**config.mk**
```make
export PLATFORM = sky130hd
export DESIGN_NAME = sar_search_4bit
export DESIGN_NICKNAME = d
export VERILOG_FILES = /design/src/rtl/sar_search_4bit_pkg.sv /design/src/rtl/sar_search_4bit.sv
export SDC_FILE = /design/constraint.sdc
export NUM_CORES = 1
export LEC_CHECK = 0
export ABC_AREA = 1
export CAP_MARGIN = 10
export CORE_MARGIN = 2
export CORE_UTILIZATION = 46
export CTS_BUF_LIST = sky130_fd_sc_hd__clkbuf_8
export CTS_CLUSTER_DIAMETER = 100
export DETAILED_ROUTE_END_ITERATION = 16
export HOLD_SLACK_MARGIN = 0.05
export PLACE_DENSITY = 0.73
export SLEW_MARGIN = 15
export SYNTH_ARGS = -nofsm -noshare
export SYNTH_HDL_FRONTEND = slang
export SYNTH_SLANG_ARGS = --single-unit
export TNS_END_PERCENT = 20
```
**constraint.sdc**
```tcl
create_clock -name clk -period 3.35 [get_ports clk]
set_clock_uncertainty 0.2 [all_clocks]
set_input_delay 0.67 -clock clk [delete_from_list [all_inputs] [get_ports clk]]
set_output_delay 0.67 -clock clk [all_outputs]
set_load 0.05 [all_outputs]
```
**src/rtl/sar_search_4bit_pkg.sv**
```systemverilog
// Shared types and sizing helpers for the 4-bit successive-approximation searcher.
// Holds the FSM state encoding, the default operand width and the step-counter width rule.
// No logic lives here.
package sar_search_4bit_pkg;

  localparam int W_DEF = 4;

  typedef enum logic [1:0] {
    IDLE   = 2'd0,
    SEARCH = 2'd1,
    VERIFY = 2'd2
  } state_t;

  // The step counter must reach W+1 (full search plus the verify compare).
  function automatic int step_w(input int w);
    return $clog2(w + 2);
  endfunction

endpackage

```
**src/rtl/sar_search_4bit.sv**
```systemverilog
// Binary-search initiator that recovers the comparator's hidden operand A via trial probes.
// Latency: 1 to W+1 compare cycles from start; done pulses the cycle after the last compare.
// start is ignored while busy; results are held until the next done.
module sar_search_4bit
  import sar_search_4bit_pkg::*;
#(
  parameter int W  = W_DEF,
  parameter int SW = step_w(W)
) (
  input  logic          clk,
  input  logic          rst_n,
  input  logic          start,
  input  logic          ceq,
  input  logic          clt,
  input  logic          cgt,
  output logic [W-1:0]  probe,
  output logic          busy,
  output logic          done,
  output logic [W-1:0]  result,
  output logic          found,
  output logic          err,
  output logic [SW-1:0] steps
);

  localparam int KW = (W > 1) ? $clog2(W) : 1;

  state_t        state_q,  state_d;
  logic [W-1:0]  probe_q,  probe_d;
  logic [KW-1:0] k_q,      k_d;
  logic [SW-1:0] steps_q,  steps_d;
  logic [W-1:0]  result_q, result_d;
  logic          found_q,  found_d;
  logic          err_q,    err_d;
  logic          done_q,   done_d;

  logic          flags_onehot;
  logic [W-1:0]  probe_adj;

  // Comparator sanity plus the next trial value: resolve bit k, then tentatively set bit k-1.
  always_comb begin
    flags_onehot = ({ceq, clt, cgt} == 3'b100) ||
                   ({ceq, clt, cgt} == 3'b010) ||
                   ({ceq, clt, cgt} == 3'b001);
    probe_adj = probe_q;
    if (clt) begin
      probe_adj[k_q] = 1'b0;
    end
    if (k_q != '0) begin
      probe_adj[k_q - KW'(1)] = 1'b1;
    end
  end

  // Next-state and datapath updates; every search exit returns probe to zero.
  always_comb begin
    state_d  = state_q;
    probe_d  = probe_q;
    k_d      = k_q;
    steps_d  = steps_q;
    result_d = result_q;
    found_d  = found_q;
    err_d    = err_q;
    done_d   = 1'b0;
    unique case (state_q)
      IDLE: begin
        probe_d = '0;
        if (start) begin
          probe_d[W-1] = 1'b1;
          k_d          = KW'(W - 1);
          steps_d      = '0;
          found_d      = 1'b0;
          err_d        = 1'b0;
          state_d      = SEARCH;
        end
      end
      SEARCH: begin
        steps_d = steps_q + SW'(1);
        if (!flags_onehot) begin
          err_d    = 1'b1;
          found_d  = 1'b0;
          result_d = probe_q;
          done_d   = 1'b1;
          probe_d  = '0;
          state_d  = IDLE;
        end else if (ceq) begin
          result_d = probe_q;
          found_d  = 1'b1;
          done_d   = 1'b1;
          probe_d  = '0;
          state_d  = IDLE;
        end else if (k_q != '0) begin
          probe_d = probe_adj;
          k_d     = k_q - KW'(1);
        end else begin
          probe_d = probe_adj;
          state_d = VERIFY;
        end
      end
      VERIFY: begin
        // A mismatch here means A moved during the search.
        steps_d  = steps_q + SW'(1);
        found_d  = flags_onehot && ceq;
        err_d    = !flags_onehot;
        result_d = probe_q;
        done_d   = 1'b1;
        probe_d  = '0;
        state_d  = IDLE;
      end
      default: begin
        probe_d = '0;
        state_d = IDLE;
      end
    endcase
  end

  // State and output registers; reset aborts any search without a done pulse.
  always_ff @(posedge clk or negedge rst_n) begin
    if (!rst_n) begin
      state_q  <= IDLE;
      probe_q  <= '0;
      k_q      <= '0;
      steps_q  <= '0;
      result_q <= '0;
      found_q  <= 1'b0;
      err_q    <= 1'b0;
      done_q   <= 1'b0;
    end else begin
      state_q  <= state_d;
      probe_q  <= probe_d;
      k_q      <= k_d;
      steps_q  <= steps_d;
      result_q <= result_d;
      found_q  <= found_d;
      err_q    <= err_d;
      done_q   <= done_d;
    end
  end

  assign probe  = probe_q;
  assign busy   = (state_q != IDLE);
  assign done   = done_q;
  assign result = result_q;
  assign found  = found_q;
  assign err    = err_q;
  assign steps  = steps_q;

endmodule
```
==> results of run 1 <==
==> final cells by class <==
type | instances | area (sq um) | share of cell area [%]
timing repair buffer | 20 | 200.2 | 15.14
clock buffer | 4 | 55.05 | 4.163
inverter | 15 | 56.30 | 4.257
tap | 28 | 35.03 | 2.649
multi-input combinational | 96 | 525.5 | 39.74
sequential | 18 | 450.4 | 34.06
==> kinds of logic after synthesis <==
group / Yosys count / synth area share [%]
AOI/OAI and AO/OA: 12 / 6.810
xor gates and xnor gates: 1 / 0.8365
adders and majority gates: 9 / 10.75
buffers and inverters: 17 / 6.809
DFF: 18 / 43.01
and+or+nand+nor: 74 / 31.78
==> cell usage after synthesis <==
library cell  number
nor2_1            10
o21ai_1            2
a32oi_1            2
clkbuf_1           1
o2111ai_1          1
o21ai_0            2
inv_1             14
xor2_1             1
nand4_1            1
nand3_2            1
nand3_1           14
inv_2              1
ha_1               9
dfrtp_1           18
a21oi_1            5
buf_6              1
nand3_4            1
nand2_4            2
nand2_1           45
==> how the worst max path moves through the flow <==
stage	startpoint	end	slack [ns]
final	state_q[0]$_DFFE_PN0P_	busy	0.58
after global routing	state_q[0]$_DFFE_PN0P_	busy	0.53
after CTS	state_q[0]$_DFFE_PN0P_	busy	0.59
after detailed placement	state_q[0]$_DFFE_PN0P_	busy	0.88
after global placement	state_q[0]$_DFFE_PN0P_	busy	0.93
after floorplan	state_q[0]$_DFFE_PN0P_	busy	1.49
==> through the flow <==
step / worst slack (ns) / cell area [sq um] / std cells / utilization [%] / total power [W]
2_1_floorplan: 1.485 / 1047 / 131 / - / 0.0008267
6_report: 0.5756 / 1323 / 181 / 60.37 / 0.001177
5_1_grt: 0.5261 / 1323 / 181 / 60.37 / 0.001267
4_1_cts: 0.5940 / 1323 / 181 / 60.37 / 0.001186
3_3_place_gp: 0.9266 / 1267 / 177 / 57.85 / 0.0009900
3_5_place_dp: 0.8768 / 1267 / 177 / 57.85 / 0.001007
==> power by group <==
part           internal [W]  leakage [nW]  total [W]  switching [W]
clock              0.000104        0.0288   0.000177      0.0000725
sequential         0.000282         0.236   0.000337      0.0000544
combinational      0.000217         0.408   0.000663       0.000447
total              0.000603         0.673    0.00118       0.000574
==> placed cells by master, fill, tap and decap left out <==
| cell type | Yosys | final |
|---|---|---|
| nand2_1 | 45 | 45 |
| clkdlybuf4s50_1 | 0 | 20 |
| dfrtp_1 | 18 | 18 |
| inv_1 | 14 | 14 |
| nand3_1 | 14 | 14 |
| nor2_1 | 10 | 10 |
| ha_1 | 9 | 9 |
| a21oi_1 | 5 | 5 |
| clkbuf_8 | 0 | 4 |
| nand2_4 | 2 | 2 |
| a32oi_1 | 2 | 2 |
| o21ai_1 | 2 | 2 |
| o21ai_0 | 2 | 2 |
| inv_2 | 1 | 1 |
| nand3_2 | 1 | 1 |
| nand3_4 | 1 | 1 |
| nand4_1 | 1 | 1 |
| xor2_1 | 1 | 1 |
| o2111ai_1 | 1 | 1 |
==> flip-flops by register name, indices dropped and copies added (netlist names) <==
name,flops
result,4
k_q,2
steps,3
err,1
state_q,2
done,1
found,1
probe,4
==> layer usage <==
metal | vias to the layer above | share of wire, %
met5 | - | 0
met2 | 26 | 50
met3 | 4 | 3.6
li1 | 460 | -
met4 | 0 | 1.3
met1 | 438 | 45
==> tightest hold or removal path, stage by stage (launching register included) <==
cell and delay [ns]:
dfrtp_1 0.34, nand2_1 0.05, nand2_1 0.05
==> reports/qor.txt, run 1 <==
Worst-path cell chain = inv_1 > ha_1 > inv_1 > clkdlybuf4s50_1
Seq/Total Area, Yosys = 43.01%
H-tree Lvls = 1
Crit path DAT = 1.90 ns
CP max FO = 4
Max clock buf depth = 2
Total wire length = 2142 um
Final worst path period need = 2.774 ns
CP required = 2.48 ns
Row cnt = 17
Post-synth top area share = 43.01%
CTS Hold Bufs = 0
Clk root buf = clkbuf_8
Status = complete, no violations
Post-DR wirelength/cell = 11.83 um
Main area contributors after synthesis = dfrtp_1, nand2_1, ha_1
Fmax = 360.4 MHz
Worst hold path type = reg -> reg
DP Wirelength = 1657 um
Largest net degree at the start of global routing = 19
Worst R2R Start = state_q[1]$_DFFE_PN0P_
P_leak = 0.6734 nW
Max_cap viols = 0
Die H = 51.72 um
Slew at the pin closest to its max-slew limit = 0.7903 ns
Worst skew pair latency = 0.25 ns
Normalized max-slew margin = 47.15%
Netlist cell types = 19
Drt pass-1 iters = 4
Vias = 928
First-pass GRT wire length = 3636 um
PwrDens = 889.8 mW/mm^2
Yosys top cell by area = dfrtp_1
Overflow after GRT = 0
Synth warn = 0
Gr busiest metal = met2
# DRC = 0
DIE AREA = 0.002674 sq mm
Peak VDD IR = 615.7 uV
Input/output buffers = 20
CP top delay family = buffers and inverters
Ports = 21
CTS Buf Count = 3
Initial drt markers = 22
Fillers = 198
Resized Gates After CTS = 0
CP startpoint kind = flip-flop
Crit path depth = 4
Register-to-Register Path Depth = 9
Die W = 51.72 um
R2r endpoint = k_q[0]$_DFFE_PN0P_
Register bit total from synthesis = 18
Final Hold Fails = 0
WS Path Type = reg -> out
Post-Syn Area = 0.001047 sq mm
Layout area overhead = 26.28%
Final setup viols = 0
Final period util = 82.82%
Post-CTS setup buffer count = 0
CTS tree = yes
Post-Syn Instances = 131
Post-route ant nets = 0
Share of cells above drive strength 1 = 5.882%
Antenna violations before repair = 0
Vias in the first global route = 904
Syn_nets = 146
RD Place Congestion = 0.7887
GRT Total Usage = 18.24%
Hold slack final = 0.2709 ns
Met2 Use GR = 32.91%
Met1 usage = 21.96%
R2r setup slk = 1.24 ns
Setup TNS = 0 ns
Avg Inst Size Synth = 7.994 sq um
Vias/cell = 5.127
Hold_sp = result[0]$_DFFE_PN0P_
CP max stage delay = 0.81 ns
Hold EP = result[0]$_DFFE_PN0P_
Core Area = 0.002191 sq mm
Nets = 169
Hold depth = 2
Crit path buffers/inverters = 3
RSZ-0062 raised after global routing = false
Initial Util = 47.80%
CP dominant cell by count = inv_1
Slew Viols, Final = 0
GR Util met3 = 2.586%
Clk slew on worst S/H paths = 0.07 ns
Ant. Diodes = 0
CP Capture Type = primary output
Clock sink count = 18
Max stage delay cell, worst path = clkdlybuf4s50_1
(Power assumes the default switching activity.)
==> inputs of run 2 (changes only) <==
Settings changed: PLACE_DENSITY 0.73 to 0.75.
Clock period 3.35 ns to 2.5 ns, I/O delays scaled along.
==> reports/qor.txt, run 2 (synthesis results as in run 1) <==
Status = complete, no violations
Max clock buf depth = 2
Vias/cell = 4.972
Peak VDD IR = 753.0 uV
Post-route ant nets = 0
H-tree Lvls = 1
Resized Gates After CTS = 0
Nets = 170
CP max FO = 4
GRT Total Usage = 17.42%
Clk root buf = clkbuf_8
Input/output buffers = 20
WS Path Type = reg -> out
Most frequent cells in the layout = nand2_1, clkdlybuf4s50_1, dfrtp_1, inv_1, nand3_1
Fmax = 463.0 MHz
CP max stage delay = 0.82 ns
CTS tree = yes
CP top delay family = buffers and inverters
Cells after DPL = 178
First-pass GRT wire length = 3415 um
Part of the power in registers = 29.5%
Post-CTS setup buffer count = 0
RD Place Congestion = 0.7984
Worst skew pair latency = 0.25 ns
Drt pass-1 iters = 4
Layout area overhead = 25.45%
Setup TNS = 0 ns
Cell Count, Final, Fillers Out = 181
P_leak = 0.6722 nW
Die W = 51.72 um
Clock power frac = 12.8%
Switching share of power = 49.47%
CP startpoint kind = flip-flop
Clk slew on worst S/H paths = 0.06 ns
Max_cap viols = 0
Final Hold Fails = 0
Ports = 21
RSZ-0062 raised after global routing = false
CTS Hold Bufs = 0
Worst-path cell chain = clkdlybuf4s50_1
Total wire length = 2035 um
CP required = 1.80 ns
Post-DR wirelength/cell = 11.24 um
Initial drt markers = 14
Die H = 51.72 um
CTS Buf Count = 3
Normalized max-slew margin = 66.35%
Ant. Diodes = 0
Gate power share = 57.7%
Vias = 900
Overflow after GRT = 0
Initial Util = 47.80%
Clock sink count = 18
R2r setup slk = 0.43 ns
Crit path buffers/inverters = 1
Core Area = 0.002191 sq mm
Sw Pwr = 0.0007586 W
DP Wirelength = 1644 um
Share of cells above drive strength 1 = 6.536%
PwrDens = 1167 mW/mm^2
Largest net degree at the start of global routing = 19
CP Capture Type = primary output
# DRC = 0
Commonest non-fill, non-tap cell in the layout = nand2_1
Worst hold path type = reg -> reg
Final setup viols = 0
Final worst path period need = 2.160 ns
Slew Viols, Final = 0
Slew at the pin closest to its max-slew limit = 0.5031 ns
Max stage delay cell, worst path = clkdlybuf4s50_1
DIE AREA = 0.002674 sq mm
Row cnt = 17
Internal power = 0.0007748 W
Vias in the first global route = 796
Antenna violations before repair = 0
Final period util = 86.40%
Crit path DAT = 1.46 ns
==> run 2: cell types whose count changed in the layout (fill, tap and decap cells not counted), sizes merged <==
| cell | change |
|---|---|
| buf | +2 |
| clkbuf | -1 |
| clkdlybuf4s50 | -1 |
==> run 2: cell type report <==
class                           instances  area, sq um
Tap cell                               28        35.03
Timing Repair Buffer                   21        205.2
Inverter                               15        56.30
Multi-Input combinational cell         96        525.5
Sequential cell                        18        450.4
Clock buffer                            3        41.29
Fill cell                             205        877.1
==> run 2: per-layer routing <==
metal	vias up	GRT usage (%)	share of wire (%)
met5	-	0	0
met2	15	29.49	49
li1	465	-	-
met4	0	9.211	1.6
met1	416	21.32	46
met3	4	2.586	3.8
==> run 2: metrics by stage <==
stage	setup WS (ns)	hold WS (ns)	util, %	cell area [sq um]	total power (W)
floorplan	0.6775	0.004409	-	1047	0.001108
global placement	0.3803	0.2573	58.08	1272	0.001327
detailed placement	0.3315	0.2623	58.08	1272	0.001345
CTS	0.3301	0.2784	59.97	1314	0.001545
global route	0.2503	0.2928	59.97	1314	0.001657
finish	0.3401	0.2737	59.97	1314	0.001533
==> run 2: worst paths after layout <==
path                                        start                endpoint  cells after the start
setup / recovery             steps[0]$_DFFE_PN0P_                steps[0]                      1
hold / removal                  found$_DFFE_PN0P_       found$_DFFE_PN0P_                      2
setup reg to reg           state_q[1]$_DFFE_PN0P_      k_q[0]$_DFFE_PN0P_                      9
hold reg to reg                 found$_DFFE_PN0P_       found$_DFFE_PN0P_                      2
max in group asynchronous                   rst_n  state_q[0]$_DFFE_PN0P_                      2
min in group asynchronous                   rst_n      probe[1]$_DFF_PN0_                      2
==> run 2: power by group through the flow <==
| stage | sequential (W) | clock [W] | combinational (W) |
|---|---|---|---|
| floorplan | 0.000653 | 0 | 0.000455 |
| global placement | 0.000453 | 0 | 0.000874 |
| detailed placement | 0.000457 | 0 | 0.000888 |
| CTS | 0.000452 | 0.000203 | 0.000890 |
| global route | 0.000464 | 0.000215 | 0.000977 |
| finish | 0.000452 | 0.000197 | 0.000885 |
